===== config.mk =====
export PLATFORM = sky130hd
export DESIGN_NAME = aes_out_fifo
export DESIGN_NICKNAME = d
export VERILOG_FILES = /design/src/rtl/aes_out_fifo.sv
export SDC_FILE = /design/constraint.sdc
export NUM_CORES = 1
export LEC_CHECK = 0
export ABC_AREA = 1
export CAP_MARGIN = 20
export CELL_PAD_IN_SITES_DETAIL_PLACEMENT = 1
export CELL_PAD_IN_SITES_GLOBAL_PLACEMENT = 1
export CORE_UTILIZATION = 50
export DETAILED_ROUTE_END_ITERATION = 16
export PLACE_DENSITY_LB_ADDON = 0.08
export SLEW_MARGIN = 10
export SYNTH_ARGS = -nofsm -noshare
export SYNTH_HDL_FRONTEND = slang
export SYNTH_SLANG_ARGS = --single-unit
export TNS_END_PERCENT = 20

===== constraint.sdc =====
create_clock -name iClk -period 3.5 [get_ports iClk]
set_clock_uncertainty 0.2 [all_clocks]
set_input_delay 0.35 -clock iClk [delete_from_list [all_inputs] [get_ports iClk]]
set_output_delay 0.35 -clock iClk [all_outputs]
set_load 0.01 [all_outputs]

===== src/rtl/aes_out_fifo.sv =====
// aes_out_fifo: synchronous output FIFO for the AES datapath.
// Stores 32-bit words from the AES output stage, tracks how many complete cipher
// blocks have been written, and delivers words to the consumer with a one-cycle
// registered read.
// Ports:
//   iClk, iRst_n           clock, asynchronous active-low reset
//   iClear                 synchronous flush of pointers, count, block state and flags
//   iBlockSize[3:0]        block-size code (8, 6 or 4 words)
//   iWrite_req, iData      write side; oAlmost_full, oFull give back-pressure
//   iRead_req              read side; oData/oData_valid arrive one cycle later
//   oEmpty, oUsedw         occupancy status
//   oBlock_done            one-cycle pulse after the write that completes a block
//   oBlock_count           saturating count of completed blocks
//   oOverflow              sticky: a write was dropped because the FIFO was full
module aes_out_fifo #(
   parameter int unsigned DEPTH        = 16,
   parameter int unsigned AF_THRESHOLD = 8
) (
   input  logic                       iClk,
   input  logic                       iRst_n,
   input  logic                       iClear,
   input  logic [3:0]                 iBlockSize,
   input  logic                       iWrite_req,
   input  logic [31:0]                iData,
   output logic                       oAlmost_full,
   output logic                       oFull,
   input  logic                       iRead_req,
   output logic                       oEmpty,
   output logic [31:0]                oData,
   output logic                       oData_valid,
   output logic [$clog2(DEPTH):0]     oUsedw,
   output logic                       oBlock_done,
   output logic [15:0]                oBlock_count,
   output logic                       oOverflow
);

   localparam int unsigned AW = $clog2(DEPTH);
   localparam int unsigned CW = AW + 1;

   logic [31:0]   r_mem [DEPTH];
   logic [AW-1:0] r_wr_ptr;
   logic [AW-1:0] r_rd_ptr;
   logic [CW-1:0] r_count;
   logic [2:0]    r_wib;
   logic [31:0]   r_data;
   logic          r_valid;
   logic          r_bdone;
   logic [15:0]   r_bcnt;
   logic          r_ovf;

   logic          w_full;
   logic          w_empty;
   logic          w_wr;
   logic          w_rd;
   logic [2:0]    w_blk_last;
   logic          w_blk_end;
   logic          w_unused_bs0;

   // Status flags come straight from the registered count
   assign w_full       = (r_count == CW'(DEPTH));
   assign w_empty      = (r_count == '0);
   assign oFull        = w_full;
   assign oEmpty       = w_empty;
   assign oAlmost_full = (r_count >= CW'(AF_THRESHOLD));
   assign oUsedw       = r_count;

   // Accepted operations: no pass-through when full, no bypass when empty
   assign w_wr = iWrite_req & ~w_full;
   assign w_rd = iRead_req & ~w_empty;

   // Last word index of a block for the current size code
   always_comb begin
      w_blk_last = 3'd3;
      if (iBlockSize[3])
         w_blk_last = 3'd7;
      else if (iBlockSize[2] && iBlockSize[1])
         w_blk_last = 3'd5;
      else
         w_blk_last = 3'd3;
   end

   // >= so a size shrink mid-block completes on the next accepted write
   assign w_blk_end    = (r_wib >= w_blk_last);
   assign w_unused_bs0 = iBlockSize[0];

   // Storage array is deliberately not reset
   always_ff @(posedge iClk) begin
      if (w_wr && !iClear)
         r_mem[r_wr_ptr] <= iData;
   end

   // Pointers, count, read data and block tracking
   always_ff @(posedge iClk or negedge iRst_n) begin
      if (!iRst_n) begin
         r_wr_ptr <= '0;
         r_rd_ptr <= '0;
         r_count  <= '0;
         r_wib    <= '0;
         r_data   <= 32'h0;
         r_valid  <= 1'b0;
         r_bdone  <= 1'b0;
         r_bcnt   <= 16'h0;
         r_ovf    <= 1'b0;
      end else if (iClear) begin
         r_wr_ptr <= '0;
         r_rd_ptr <= '0;
         r_count  <= '0;
         r_wib    <= '0;
         r_valid  <= 1'b0;
         r_bdone  <= 1'b0;
         r_bcnt   <= 16'h0;
         r_ovf    <= 1'b0;
      end else begin
         r_valid <= w_rd;
         r_bdone <= 1'b0;

         if (iWrite_req && w_full)
            r_ovf <= 1'b1;

         if (w_wr) begin
            r_wr_ptr <= r_wr_ptr + AW'(1);
            if (w_blk_end) begin
               r_wib   <= '0;
               r_bdone <= 1'b1;
               if (r_bcnt != 16'hFFFF)
                  r_bcnt <= r_bcnt + 16'd1;
            end else begin
               r_wib <= r_wib + 3'd1;
            end
         end

         if (w_rd) begin
            r_data   <= r_mem[r_rd_ptr];
            r_rd_ptr <= r_rd_ptr + AW'(1);
         end

         case ({w_wr, w_rd})
            2'b10:   r_count <= r_count + CW'(1);
            2'b01:   r_count <= r_count - CW'(1);
            default: r_count <= r_count;
         endcase
      end
   end

   assign oData        = r_data;
   assign oData_valid  = r_valid;
   assign oBlock_done  = r_bdone;
   assign oBlock_count = r_bcnt;
   assign oOverflow    = r_ovf;

endmodule


==> impl_metrics.toml <==
[status]
run_status = "completed"

[cts]
clock_sinks = 579
htreeDepth = 2
clock_latency_ps = 620
cts_tree = "built"
path_clk_slew_ps = 60
cts_max_path_buffers = 3
cts_buffers = 59
cts_root_buf = "clkbuf_16"
post_cts_buffers = 0

[logic_synthesis]
synthArstFlopShare_pct = 11.57
synth_cells = 1758
yosysTopAreaCell = "edfxtp_1"
ys_seq_area_share_pct = 73.38
synthFlopType = "edfxtp_1"
synth_edf_count = 512
ys_types = 40
syn_nets = 1810
ys_seq_elements = 579
synth_most_common_cell = "edfxtp_1"
netlist_top_cells_count = "edfxtp_1 (512), nand2_1 (280), nor2_1 (164)"
syn_area_sq_um = 23240
yosys_warnings = 0
synth_area_leaders = "edfxtp_1 (66%), dfrtp_1 (7.2%), nand2_1 (4.5%)"
synth_area_per_cell_sq_um = 13.22
synth_top_area_share_pct = 66.17

[timing]
slew_headroom_pct = 27.98
fin_tns_setup_ps = 0
hold_viol = 0
fin_crit_sh_pct = 77.26
finalMaxSlewViolations = 0
rsz0062_at_grt = "false"
period_minus_slack_ps = 2704
finalSetupViolations = 0
fmax_mhz = 369.8
hold_ws_ps = 220.9
tightest_slew_ps = 1080

[place]
hpwl_microns = 34640
gp_congestion = 0.7874
io_buffer_count = 98

[worst_setup_path]
worstPathRequired_ps = 3820
crit_path_start_kind = "flip-flop"
crit_type = "reg -> reg"
worstPathArrival_ps = 3020
cp_max_fo = 46
worstRegToRegCells = 5
endpoint_kind = "flip-flop"

[power_and_ir_drop]
power_density_nw_per_um2 = 672.2
leakage_nw = 9.466
ir_worst_vdd_uv = 515.2

[routing]
wl_per_cell_microns = 25.33
antenna_left = 0
drtIter0Drc = 1090
first_pass_iters = 5
drc_errors = 0
via_per_inst = 5.877
drt_wl_total_microns = 63870
via_count = 14820

[worst_hold_path]
hold_path.class = "in -> async"

[floorplan]
die_height_microns = 217.6
coreArea_sq_um = 45580
placementRows = 78
ioPinCount = 100
die_w_microns = 217.6
floorplan.initialDensity_pct = 50.98
dieArea_sq_um = 47340

[global_route]
grt_max_degree = 132
grt_pass1_vias = 15660
grt_pass1_wl_microns = 95740
grt.total_usage_pct = 27.33
overflow = 0
antenna_found_initial = 1

[cells_and_area]
drive_gt1_share_pct = 11.24
num-nets-final = 1923
syn_to_final_growth_pct = 16.93

[run]
drv_cap = 0
[what timing repair did]
action | in CTS | in global routing
hold endpoints to repair | 54 | 0
resized for setup | 0 | 0
hold buffers | 1 | 0
endpoints found under the setup margin | 0 | 0
[placed cells by master, fill, tap and decap left out, types with 31 or more instances in the layout]
cell type and count:
edfxtp_1 512, nand2_1 279, nor2_1 148, o21ai_0 137
a21oi_1 135, clkdlybuf4s50_1 97, o21ai_1 74, o22ai_1 65
mux2i_1 64, dfrtp_1 64, clkbuf_16 61, buf_4 42
nand3_1 33, o31ai_2 31
[layer usage]
metal | track usage, % | wire length (microns) | part of all wire (%) | vias up
met2 | 47.75 | 32840 | 51 | 365
met1 | 35.50 | 26630 | 42 | 7697
met4 | 8.122 | 1491 | 2.3 | 0
met3 | 3.682 | 2907 | 4.6 | 89
met5 | 0 | 0 | 0 | -
li1 | - | - | - | 6670
[layout make-up]
class | count | area [sq um]
timing repair buffer | 153 | 1556
fill | 4386 | 18410
multi-input combinational | 1042 | 5645
inverter | 36 | 147.6
clock buffer | 79 | 1664
sequential | 579 | 17060
antenna | 1 | 2.502
clock inverter | 32 | 345.3
tap | 600 | 750.7
[final timing paths]
check	start	to	slack, ps
min in group iClk	iWrite_req	oOverflow$_DFFE_PN0P_	240
max reg2reg	r_rd_ptr[1]$_DFFE_PN0P_	oData[0]$_DFFE_PN0P_	800
max in group asynchronous	iRst_n	oData[10]$_DFFE_PN0P_	2130
max	r_rd_ptr[1]$_DFFE_PN0P_	oData[0]$_DFFE_PN0P_	800
min reg2reg	oData[19]$_DFFE_PN0P_	oData[19]$_DFFE_PN0P_	290
min	iRst_n	oBlock_count[9]$_DFFE_PN0P_	220
[through the flow]
stage          instance area [sq um]  total power [W]  util (%)  cells  setup slack (ps)
6_report                       27170          0.01826     59.61   2522             795.8
5_1_grt                        27170          0.01896     59.61   2522             758.6
4_1_cts                        27170          0.01839     59.61   2521             853.5
3_5_place_dp                   25150          0.01190     55.18   2409             649.3
3_3_place_gp                   25150          0.01174     55.18   2409             695.0
2_1_floorplan                  23240          0.01051         -   1758             580.7
[power breakdown]
group / internal, W / total [W] / switching [W]
Combinational: 0.00139 / 0.00369 / 0.00230
Sequential: 0.00783 / 0.00809 / 0.000257
Clock: 0.00384 / 0.00649 / 0.00264
Total: 0.0131 / 0.0183 / 0.00520
[kinds of logic (layout without fill, tap and decap cells)]
| kind of cell | count (synthesis) | after routing | synth area share, % |
|---|---|---|---|
| buffers and inverters | 137 | 300 | 2.892 |
| multiplexers | 64 | 64 | 2.757 |
| AND/OR/NAND/NOR | 499 | 499 | 8.551 |
| other | 0 | 1 | 0 |
| flip-flops | 579 | 579 | 73.38 |
| XOR/XNOR | 13 | 13 | 0.4900 |
| adder cells (fa/ha/maj) | 11 | 11 | 0.5923 |
| AO/OA/AOI/OAI | 455 | 455 | 11.33 |
[state kept, by name, indices dropped and copies added, names as in the netlist]
name / count
oBlock_count: 16
oBlock_done: 1
oData: 32
oData_valid: 1
oOverflow: 1
oUsedw: 5
r_mem: 512
r_rd_ptr: 4
r_wib: 3
r_wr_ptr: 4
[worst max-delay path, cell delays in order, from the launching register on]
cell and delay (ps):
dfrtp_2 760, buf_4 660, o21ai_0 260, o22ai_1 250, a21oi_1 130, o31ai_2 270
Note: power is estimated with default switching activity, not from simulation.
